===== src/rtl/muldiv_pkg.sv =====
// Shared definitions for the multicycle MULT/DIV sequencer: state encoding,
// operation codes, iteration count, counter width and sign helpers.
package muldiv_pkg;

   localparam int ITER_N = 32;
   localparam int CNT_W  = $clog2(ITER_N) + 1;

   typedef enum logic [1:0] {
      ST_IDLE   = 2'd0,
      ST_RUN    = 2'd1,
      ST_FINISH = 2'd2
   } state_t;

   localparam logic OP_MULT = 1'b0;
   localparam logic OP_DIV  = 1'b1;

   // Unsigned magnitude of a signed 32-bit value; the most negative value maps to 2^31.
   function automatic logic [31:0] mag32(input logic [31:0] v);
      return v[31] ? (32'd0 - v) : v;
   endfunction

   // Two's-complement negation when neg is set, pass-through otherwise.
   function automatic logic [31:0] cond_neg32(input logic [31:0] v, input logic neg);
      return neg ? (32'd0 - v) : v;
   endfunction

endpackage


===== src/rtl/div_restore_step.sv =====
// One iteration of restoring division: shift the next dividend bit into the
// partial remainder, trial-subtract the divisor, keep the result if it is
// non-negative and shift the matching quotient bit in.
module div_restore_step #(
   parameter int W = 32
) (
   input  logic [W:0]   rem_in,
   input  logic [W-1:0] quo_in,
   input  logic [W-1:0] divisor,
   output logic [W:0]   rem_out,
   output logic [W-1:0] quo_out
);

   logic [W+1:0] shifted_s;
   logic         fits_s;

   // Shift/trial-subtract; the remainder is restored by simply keeping the shifted value.
   always_comb begin
      shifted_s = {rem_in, quo_in[W-1]};
      fits_s    = (shifted_s >= {2'b00, divisor});
      if (fits_s) begin
         rem_out = (W+1)'(shifted_s - {2'b00, divisor});
         quo_out = {quo_in[W-2:0], 1'b1};
      end else begin
         rem_out = (W+1)'(shifted_s);
         quo_out = {quo_in[W-2:0], 1'b0};
      end
   end

endmodule


===== src/rtl/muldiv_sequencer.sv =====
// Multicycle signed MULT (Booth radix-2) / DIV (restoring) engine, one iteration
// per clock. Optional feature macro: MULDIV_DIVZERO_CHECK_EN - when defined, a DIV
// by zero skips the iterations and finishes at once with div_zero raised.
module muldiv_sequencer
   import muldiv_pkg::*;
#(
   parameter int DATA_W = 32
) (
   input  logic              clk,
   input  logic              reset,
   input  logic              start,
   input  logic              op,
   input  logic [DATA_W-1:0] a,
   input  logic [DATA_W-1:0] b,
   output logic              busy,
   output logic              done,
   output logic              div_zero,
   output logic [DATA_W-1:0] hi,
   output logic [DATA_W-1:0] lo
);

   state_t              state_r, state_next_s;
   logic [CNT_W-1:0]    cnt_r;
   logic                op_r, qm1_r, neg_q_r, neg_r_r, dz_pend_r;
   // acc_r is the Booth A register in MULT and the partial remainder in DIV; the
   // extra top bit lets the most negative multiplicand be subtracted without overflow.
   logic [DATA_W:0]     acc_r;
   logic [DATA_W-1:0]   mq_r, mcand_r;
   logic                busy_r, done_r, div_zero_r;
   logic [DATA_W-1:0]   hi_r, lo_r;
   logic                last_iter_s, dz_start_s;
   logic [DATA_W:0]     booth_sum_s, rem_next_s;
   logic [DATA_W-1:0]   quo_next_s;

`ifdef MULDIV_DIVZERO_CHECK_EN
   assign dz_start_s = (op == OP_DIV) && (b == {DATA_W{1'b0}});
`else
   assign dz_start_s = 1'b0;
`endif

   assign last_iter_s = (cnt_r == CNT_W'(ITER_N - 1));

   div_restore_step #(.W(DATA_W)) u_div_step (
      .rem_in  (acc_r),
      .quo_in  (mq_r),
      .divisor (mcand_r),
      .rem_out (rem_next_s),
      .quo_out (quo_next_s)
   );

   // Booth add/subtract of the multiplicand selected by {Q0, q-1}.
   always_comb begin
      booth_sum_s = acc_r;
      case ({mq_r[0], qm1_r})
         2'b01:   booth_sum_s = acc_r + {mcand_r[DATA_W-1], mcand_r};
         2'b10:   booth_sum_s = acc_r - {mcand_r[DATA_W-1], mcand_r};
         default: booth_sum_s = acc_r;
      endcase
   end

   // Next-state logic: IDLE -> RUN (or FINISH for an early div-by-zero) -> FINISH -> IDLE.
   always_comb begin
      state_next_s = state_r;
      case (state_r)
         ST_IDLE: begin
            if (start) begin
               if (dz_start_s) begin
                  state_next_s = ST_FINISH;
               end else begin
                  state_next_s = ST_RUN;
               end
            end else begin
               state_next_s = ST_IDLE;
            end
         end
         ST_RUN: begin
            if (last_iter_s) begin
               state_next_s = ST_FINISH;
            end else begin
               state_next_s = ST_RUN;
            end
         end
         ST_FINISH: state_next_s = ST_IDLE;
         default:   state_next_s = ST_IDLE;
      endcase
   end

   // State register, working registers, iteration datapath and registered results.
   always_ff @(posedge clk) begin
      if (reset) begin
         state_r    <= ST_IDLE;
         cnt_r      <= {CNT_W{1'b0}};
         op_r       <= OP_MULT;
         qm1_r      <= 1'b0;
         neg_q_r    <= 1'b0;
         neg_r_r    <= 1'b0;
         dz_pend_r  <= 1'b0;
         acc_r      <= {(DATA_W+1){1'b0}};
         mq_r       <= {DATA_W{1'b0}};
         mcand_r    <= {DATA_W{1'b0}};
         busy_r     <= 1'b0;
         done_r     <= 1'b0;
         div_zero_r <= 1'b0;
         hi_r       <= {DATA_W{1'b0}};
         lo_r       <= {DATA_W{1'b0}};
      end else begin
         state_r <= state_next_s;
         busy_r  <= (state_next_s != ST_IDLE);
         done_r  <= 1'b0;
         case (state_r)
            ST_IDLE: begin
               if (start) begin
                  cnt_r      <= {CNT_W{1'b0}};
                  op_r       <= op;
                  qm1_r      <= 1'b0;
                  acc_r      <= {(DATA_W+1){1'b0}};
                  div_zero_r <= 1'b0;
                  dz_pend_r  <= dz_start_s;
                  if (op == OP_MULT) begin
                     mq_r    <= b;
                     mcand_r <= a;
                     neg_q_r <= 1'b0;
                     neg_r_r <= 1'b0;
                  end else begin
                     mq_r    <= mag32(a);
                     mcand_r <= mag32(b);
                     neg_q_r <= a[DATA_W-1] ^ b[DATA_W-1];
                     neg_r_r <= a[DATA_W-1];
                  end
               end
            end
            ST_RUN: begin
               cnt_r <= cnt_r + CNT_W'(1);
               if (op_r == OP_MULT) begin
                  acc_r <= {booth_sum_s[DATA_W], booth_sum_s[DATA_W:1]};
                  mq_r  <= {booth_sum_s[0], mq_r[DATA_W-1:1]};
                  qm1_r <= mq_r[0];
               end else begin
                  acc_r <= rem_next_s;
                  mq_r  <= quo_next_s;
               end
            end
            ST_FINISH: begin
               done_r <= 1'b1;
               if (dz_pend_r) begin
                  div_zero_r <= 1'b1;
               end else if (op_r == OP_MULT) begin
                  hi_r <= acc_r[DATA_W-1:0];
                  lo_r <= mq_r;
               end else begin
                  hi_r <= cond_neg32(acc_r[DATA_W-1:0], neg_r_r);
                  lo_r <= cond_neg32(mq_r, neg_q_r);
               end
            end
            default: state_r <= ST_IDLE;
         endcase
      end
   end

   assign busy     = busy_r;
   assign done     = done_r;
   assign div_zero = div_zero_r;
   assign hi       = hi_r;
   assign lo       = lo_r;

endmodule


===== config.mk =====
export PLATFORM = sky130hd
export DESIGN_NAME = muldiv_sequencer
export DESIGN_NICKNAME = d
export VERILOG_FILES = /design/src/rtl/muldiv_pkg.sv /design/src/rtl/div_restore_step.sv /design/src/rtl/muldiv_sequencer.sv
export SDC_FILE = /design/constraint.sdc
export NUM_CORES = 1
export LEC_CHECK = 0
export ABC_AREA = 0
export CORE_MARGIN = 2
export CORE_UTILIZATION = 54
export DETAILED_ROUTE_END_ITERATION = 8
export GPL_TIMING_DRIVEN = 0
export PLACE_DENSITY = 0.78
export REMOVE_ABC_BUFFERS = 1
export SYNTH_ARGS = -nofsm -noshare
export SYNTH_HDL_FRONTEND = slang
export SYNTH_HIERARCHICAL = 1
export SYNTH_SLANG_ARGS = --single-unit

===== constraint.sdc =====
create_clock -name clk -period 4.38 [get_ports clk]
set_clock_uncertainty 0.2 [all_clocks]
set_input_delay 0.438 -clock clk [delete_from_list [all_inputs] [get_ports clk]]
set_output_delay 0.438 -clock clk [all_outputs]
set_load 0.01 [all_outputs]

==> results of run 1 <==
==> worst max-delay path, stage by stage (launching register included) <==
cell,delay (ns)
dfxtp_4,0.37
or4_4,0.57
nor3_4,0.29
nand3_2,0.14
nor4_4,0.35
a21oi_2,0.10
xnor2_1,0.21
ha_1,0.30
a21o_1,0.23
a2111oi_4,0.36
nor3b_4,0.34
o31ai_4,0.12
buf_4,0.17
a211oi_4,0.22
mux2i_1,0.22
a21oi_1,0.05
==> cells in the mapped netlist, types with 8 or more instances <==
master	count
o41ai_1	17
nand2b_1	25
inv_1	67
a31oi_1	15
a311oi_1	9
o31ai_1	28
and2_1	12
o21bai_1	12
xnor2_1	92
xor2_1	99
mux2_2	13
a32oi_1	14
a211oi_1	90
nor4_1	15
and3_1	8
clkbuf_1	112
nand4_1	13
or4_1	14
nand3_1	27
nor2b_1	17
nor3_1	34
o21a_1	8
a22oi_1	8
mux2i_1	34
o211ai_1	27
o21ai_0	136
a21oi_1	210
o21ai_1	10
or3_1	22
buf_4	33
a21o_1	20
buf_1	13
ha_1	71
or2_2	8
nand2_1	207
nor2_1	256
dfxtp_1	175
==> per-stage QoR <==
stage	hold WS, ns	power [mW]	setup WS [ns]	setup TNS (ns)
6_report	0.244	5.73	0.0350	0
5_1_grt	0.263	6.04	-0.181	-0.926
4_1_cts	0.232	5.56	0.0185	0
3_5_place_dp	0.243	3.97	-0.798	-8.20
3_3_place_gp	0.237	3.92	-4.41	-332.00
2_1_floorplan	0.234	3.38	-0.329	-7.16
==> sequential cells by signal (all words and copies together) (netlist names), 2 cells and up <==
name     count
mq_r        32
acc_r       33
cnt_r        6
lo          32
state_r      2
hi          32
mcand_r     32
==> power by group through the flow <==
stage / clock network [mW] / registers [mW] / logic [mW]
4_1_cts: 1.55 / 1.84 / 2.18
6_report: 1.53 / 1.84 / 2.35
5_1_grt: 1.61 / 1.86 / 2.58
2_1_floorplan: 0 / 1.82 / 1.56
3_5_place_dp: 0 / 1.87 / 2.09
3_3_place_gp: 0 / 1.88 / 2.04
==> cell usage in the layout, fill, tap and decap left out, types with 24 or more instances in the layout <==
master / netlist / final
mux2i_1: 34 / 34
o211ai_1: 27 / 27
ha_1: 71 / 66
nor3_1: 34 / 29
xnor2_1: 92 / 90
inv_1: 67 / 67
o31ai_1: 28 / 26
a21oi_1: 210 / 206
nand2_1: 207 / 204
dfxtp_1: 175 / 172
o21ai_0: 136 / 128
xor2_1: 99 / 99
clkdlybuf4s50_1: 0 / 131
nor2_1: 256 / 250
nand2b_1: 25 / 24
a211oi_1: 90 / 88
nand3_1: 27 / 25
==> how the worst max path moves through the flow <==
stage                                  startpoint                      to  cells past startpoint
final                     mcand_r[2]$_SDFFE_PP0P_  acc_r[30]$_SDFFE_PP0P_                     15
after floorplan             state_r[1]$_SDFF_PP0_     hi[12]$_SDFFE_PP0P_                      3
after detailed placement  mcand_r[2]$_SDFFE_PP0P_  acc_r[30]$_SDFFE_PP0P_                     14
after CTS                 mcand_r[3]$_SDFFE_PP0P_  acc_r[26]$_SDFFE_PP0P_                     15
after global placement                      reset  acc_r[30]$_SDFFE_PP0P_                      6
after global routing      mcand_r[2]$_SDFFE_PP0P_  acc_r[24]$_SDFFE_PP0P_                     15
==> layer usage <==
layer / wire (um) / GRT usage / vias to the layer above
li1: - / - / 7510
met3: 2350 / 0.0311 / 67
met1: 20700 / 0.408 / 7277
met4: 1140 / 0.0921 / 0
met5: 0 / 0 / -
met2: 21300 / 0.507 / 467
==> what timing repair did <==
action	4_1_cts	5_1_grt
pin swaps	5	30
resized for setup	19	56
buffers inserted	6	18
cloned	2	0
setup endpoints to repair	24	31
hold buffers	0	0
==> cell families (layout without fill, tap and decap cells) <==
kind of cell,after synthesis,in the layout
buffers and inverters,234,267
DFF,175,175
muxes,48,48
adders and majority gates,73,73
other,1,1
xor gates and xnor gates,191,191
AOI/OAI and AO/OA,673,675
and+or+nand+nor,686,686
==> cell type report <==
class / count / area share
tap: 378 / 0.0269
timing repair buffer: 166 / 0.0989
clock inverter: 14 / 0.00861
clock buffer: 18 / 0.0244
sequential: 175 / 0.200
multi-input combinational: 1674 / 0.627
inverter: 69 / 0.0147
==> flow_summary.toml, run 1 <==
[finish]
diodes = 0
seqCellArea_sq_um = 3510
nFillCells = 2523
nets = 2244
syn_to_final_growth_pct = 16.1
final_area_sq_um = 17600
final_cells = 2494
drive_gt1_frac = 0.0770
multiInputGateArea_sq_um = 11000
utilization = 0.635

[floorplan]
die-area_sq_um = 29400
io-pin-count = 135
fp-row-count = 61
initial_core_util = 0.547
core_sq_um = 27700
fp.dieW_um = 171
dieHeight_um = 171

[power_and_ir_drop]
ir_drop_v = 0.000209
p_sw_mw = 2.32
power.density_nw_per_um2 = 326
seqPwrFrac = 0.321
internal_power_mw = 3.41
power.share.clock = 0.268
p_leak_nw = 6.41
power.share.switching = 0.404
pwr-share-comb = 0.411

[hold_path]
worstHoldEndpoint = "neg_r_r$_SDFFE_PP0P_"
hp-class = "in2reg"
hp-start = "op"
hold_depth = 3

[routing]
drc = 0
routed_wl_um = 45500
ant_nets = 0
firstDrtPassIters = 6
wl_per_cell_um = 18.2
drt_iter0_markers = 1515
dr_total_vias = 15300
viasPerCell = 6.14

[timing]
setup_violations = 0
hold_violations = 0
finalCriticalPeriod_ns = 4.34
finalCritPeriodShare = 0.992
clock.fmax_ghz = 0.230
slew_headroom = 0.0749
rsz0062_at_grt = "true"
drv_slew = 0
tightest_slew_ns = 1.38

[yosys]
synth_xor_area_frac = 0.110
synthAdderAreaFrac = 0.0613
synth_top_family_by_area = "compound AO/OA/AOI/OAI gates"
yosysTopAreaCellShare = 0.231
ys_seq_area_frac = 0.231
syn_inst = 2081
synth.area.top_cells = "dfxtp_1 23%, a21oi_1 6.9%, nor2_1 6.3%, ha_1 5.9%, xor2_1 5.7%"
muxShareOfSynthArea = 0.0329
synth_edf_count = 0
synth_top_area_cell = "dfxtp_1"
synth-async-reset-ratio = 0
syn_area_per_cell_sq_um = 7.28
synth-simple-area-share = 0.207
synth_compound_area_frac = 0.290
yosys_warnings = 6
synthesis.area_sq_um = 15100
synthFlopType = "dfxtp_1"
synth_cell_types = 85
synth-seq-cells = 175

[critical_path]
crit_arrival_ns = 4.49
r2r-start = "mcand_r[2]$_SDFFE_PP0P_"
rr_worst_depth = 15
worst_setup_path_end_kind = "flip-flop"
r2r_slack_ns = 0.04
r2r-end = "acc_r[30]$_SDFFE_PP0P_"
start_kind = "flip-flop"
worstPathMaxFanout = 6
crit_type = "reg2reg"
cp.required_ns = 4.52

[global_routing]
grt_pass1_vias = 14000
grtUsageTotal = 0.302
grt_max_degree = 96
gr-total-overflow = 0
antenna_found_initial = 0
grt_pass1_wl_um = 71900

[clock_tree]
cts-root-buf = "clkbuf_16"
cts_tree = "built"
cts.sinks = 175
clock_path_buffers = 2
clkLatencyLatePin_ns = 0.45
clkTransAtPathRegs_ns = 0.08
numCtsBuffers = 17
htree_levels = 4

[placed_design]
numPortBuffers = 133
globalplace.congestion = 0.915
dpl-instance-area_sq_um = 16400
dp.cells = 2436
dpl.hpwl_um = 32500

[status]
status = "finished clean"

[flow_run]
cap_violations = 0
(Power assumes the default switching activity.)
==> run 2, diff against run 1 <==
--- a/config.mk
+++ b/config.mk
@@ -6,13 +6,14 @@
 export NUM_CORES = 1
 export LEC_CHECK = 0
 export ABC_AREA = 0
+export CELL_PAD_IN_SITES_DETAIL_PLACEMENT = 1
+export CELL_PAD_IN_SITES_GLOBAL_PLACEMENT = 2
 export CORE_MARGIN = 2
-export CORE_UTILIZATION = 54
+export CORE_UTILIZATION = 31
 export DETAILED_ROUTE_END_ITERATION = 8
 export GPL_TIMING_DRIVEN = 0
-export PLACE_DENSITY = 0.78
+export PLACE_DENSITY_LB_ADDON = 0.1
 export REMOVE_ABC_BUFFERS = 1
 export SYNTH_ARGS = -nofsm -noshare
 export SYNTH_HDL_FRONTEND = slang
-export SYNTH_HIERARCHICAL = 1
 export SYNTH_SLANG_ARGS = --single-unit
==> constraint.sdc (replaced) <==
create_clock -name clk -period 4.38 [get_ports clk]
set_clock_uncertainty 0.2 [all_clocks]
set_input_delay 0.438 -clock clk [delete_from_list [all_inputs] [get_ports clk]]
set_output_delay 0.438 -clock clk [all_outputs]
set_load 0.05 [all_outputs]
==> run 2 against run 1 <==
  * Critical path depth increased by 2
  * Global-route usage decreased by 7.8 points
  * Die area rose by 68%
  * Critical path type unchanged
  * Combinational power up 6%
  * Fmax decreased by 0.53%
  * Power is 4.0% higher
  * Largest power group unchanged
  * Final cell count up 8.1%
  * Via count decreased by 3.2%
  * Worst setup slack lost 0.023 ns
  * Design area increased by 2.5%
==> flow_summary.toml, run 2 <==
[status]
status = "finished clean"

[yosys]
synth_cell_types = 77
ys_seq_area_frac = 0.238
synthFlopType = "dfxtp_1"
syn_inst = 2024
synth-seq-cells = 175
yosys_warnings = 0
syn_area_per_cell_sq_um = 7.28
yosysTopAreaCellShare = 0.238
synth_edf_count = 0
yosysMostFrequentCell = "nor2_1"
netlist_top_cells_count = "261 x nor2_1, 202 x a21oi_1, 183 x nand2_1"
synthesis.area_sq_um = 14700
synth-async-reset-ratio = 0
synth_top_area_cell = "dfxtp_1"
synth.area.top_cells = "dfxtp_1 24%, a21oi_1 6.9%, nor2_1 6.7%, xor2_1 6.3%, ha_1 6.0%"

[finish]
syn_to_final_growth_pct = 22.5
utilization = 0.386
final_cells = 2695
final_common_cell = "nor2_1"
multiInputGateArea_sq_um = 11000
layout_common_cells = "256 x nor2_1, 193 x a21oi_1, 180 x nand2_1, 165 x dfxtp_1, 137 x o21ai_0"
nFillCells = 5685
drive_gt1_frac = 0.0886
nets = 2216
top_register = "acc_r"
largest_reg_flops = 33
diodes = 0
seqCellArea_sq_um = 3530
final_area_sq_um = 18000

[power_and_ir_drop]
power.share.clock = 0.277
seqPwrFrac = 0.307
internal_power_mw = 3.54
ir_drop_v = 0.000215
p_leak_nw = 6.54
power.share.switching = 0.407
power.density_nw_per_um2 = 330
p_sw_mw = 2.42
pwr-share-comb = 0.416

[routing]
firstDrtPassIters = 4
dr_total_vias = 14800
wl_per_cell_um = 20.5
ant_nets = 0
drc = 0
drt_iter0_markers = 614
routed_wl_um = 55200
viasPerCell = 5.50

[critical_path]
crit_type = "reg2reg"
cp.required_ns = 4.59
start_kind = "flip-flop"
cp_top_family = "compound AO/OA/AOI/OAI gates"
worst_setup_path_end_kind = "flip-flop"
crit_arrival_ns = 4.57
worstPathMaxFanout = 4
max_stage_delay_ns = 0.38
crit_chain = "inv_1, nand4_1, nor2_4, buf_4, a21oi_1, xnor2_1, ha_2, a21o_1, a31oi_1, o211ai_1, a21oi_2, o41ai_4, a21bo_2, o41ai_4, mux2_4, xnor2_2, a2111oi_2"
crit_buf_inv = 2
cpMostUsedCell = "o41ai_4"
cp_slowest_cell = "o41ai_4"

[timing]
clock.fmax_ghz = 0.229
drv_slew = 0
hold_violations = 0
finalCriticalPeriod_ns = 4.37
setup_tns_ns = 0
tightest_slew_ns = 1.26
setup_slack_ns = 0.0120
setup_violations = 0
slew_headroom = 0.160
finalCritPeriodShare = 0.997
rsz0062_at_grt = "true"

[floorplan]
initial_core_util = 0.315
io-pin-count = 135
fp.dieW_um = 222
core_sq_um = 46800
die-area_sq_um = 49300
fp-row-count = 79
dieHeight_um = 222

[global_routing]
gr-total-overflow = 0
grt_pass1_vias = 15100
grt_pass1_wl_um = 86600
grtUsageTotal = 0.224
antenna_found_initial = 3
grt_max_degree = 94

[placed_design]
dp.cells = 2630
dpl.hpwl_um = 41700
numPortBuffers = 133
dpl-instance-area_sq_um = 16500
globalplace.congestion = 0.857
place_ws_ns = -1.76

[clock_tree]
cts-root-buf = "clkbuf_16"
numCtsBuffers = 17
clock_path_buffers = 2
htree_levels = 4
clkTransAtPathRegs_ns = 0.08
clkLatencyLatePin_ns = 0.51
cts_tree = "built"
cts.sinks = 175

[hold_path]
hp-class = "in2reg"

[flow_run]
cap_violations = 0
-- run 2: cell types whose count changed after synthesis, moves of 7 or more --
cell,previous run,this run
buf_4,33,4
nand2_1,207,183
a211oi_1,90,105
a32oi_1,14,1
clkbuf_1,112,122
mux2i_1,34,44
o21ai_1,10,0
mux2_2,13,4
nand2b_1,25,16
a21oi_1,210,202
and3_1,8,16
xor2_1,99,106
-- run 2: cell type report --
cell class                      instances  area share
Clock inverter                         12     0.00805
Inverter                               64      0.0136
Sequential cell                       175       0.196
Timing Repair Buffer                  179       0.105
Tap cell                              607      0.0421
Clock buffer                           20      0.0248
Multi-Input combinational cell       1638       0.611
-- run 2: path summary, 6_finish.rpt --
check	from	to	slack, ns	depth (start not counted)
max reg2reg	mcand_r[2]$_SDFFE_PP0P_	acc_r[31]$_SDFFE_PP0P_	0.01	17
min	reset	done$_SDFF_PP0_	0.09	2
max	mcand_r[2]$_SDFFE_PP0P_	acc_r[31]$_SDFFE_PP0P_	0.01	17
min reg2reg	lo[20]$_SDFFE_PP0P_	lo[20]$_SDFFE_PP0P_	0.26	2
-- run 2: logic make-up (layout without fill, tap and decap cells) --
family | Yosys count | count (layout) | synth area share
compound gates | 671 | 671 | 0.293
simple gates | 652 | 652 | 0.202
buf+inv | 211 | 275 | 0.0568
xor+xnor | 193 | 193 | 0.115
flops | 175 | 175 | 0.238
fa+ha+maj | 73 | 73 | 0.0630
mux | 48 | 48 | 0.0330
other cells | 1 | 1 | 0.000255
-- run 2: timing repair --
| item | in CTS | in global routing |
|---|---|---|
| setup buffers | 21 | 12 |
| gates resized for setup | 72 | 51 |
| pin swaps | 21 | 41 |
| hold buffers | 0 | 0 |
| setup endpoints to repair | 31 | 23 |
-- run 2: per-stage QoR --
stage,total power [mW],hold slack (ns)
finish,5.96,0.0911
global route,6.33,0.113
CTS,5.92,0.0786
detailed placement,4.10,0.247
global placement,4.05,0.243
floorplan,3.32,0.234
-- run 2: power groups by stage --
stage          sequential, mW  clock, mW  combinational (mW)
2_1_floorplan            1.80          0                1.52
6_report                 1.83       1.65                2.48
5_1_grt                  1.84       1.75                2.74
3_3_place_gp             1.86          0                2.19
4_1_cts                  1.82       1.71                2.39
3_5_place_dp             1.85          0                2.25
-- run 2: layer usage --
metal	vias to the layer above	wire length [um]	GRT usage
met2	178	26000	0.378
met5	-	36	0
met1	7180	26500	0.292
met4	6	999	0.0667
li1	7425	-	-
met3	46	1700	0.0379
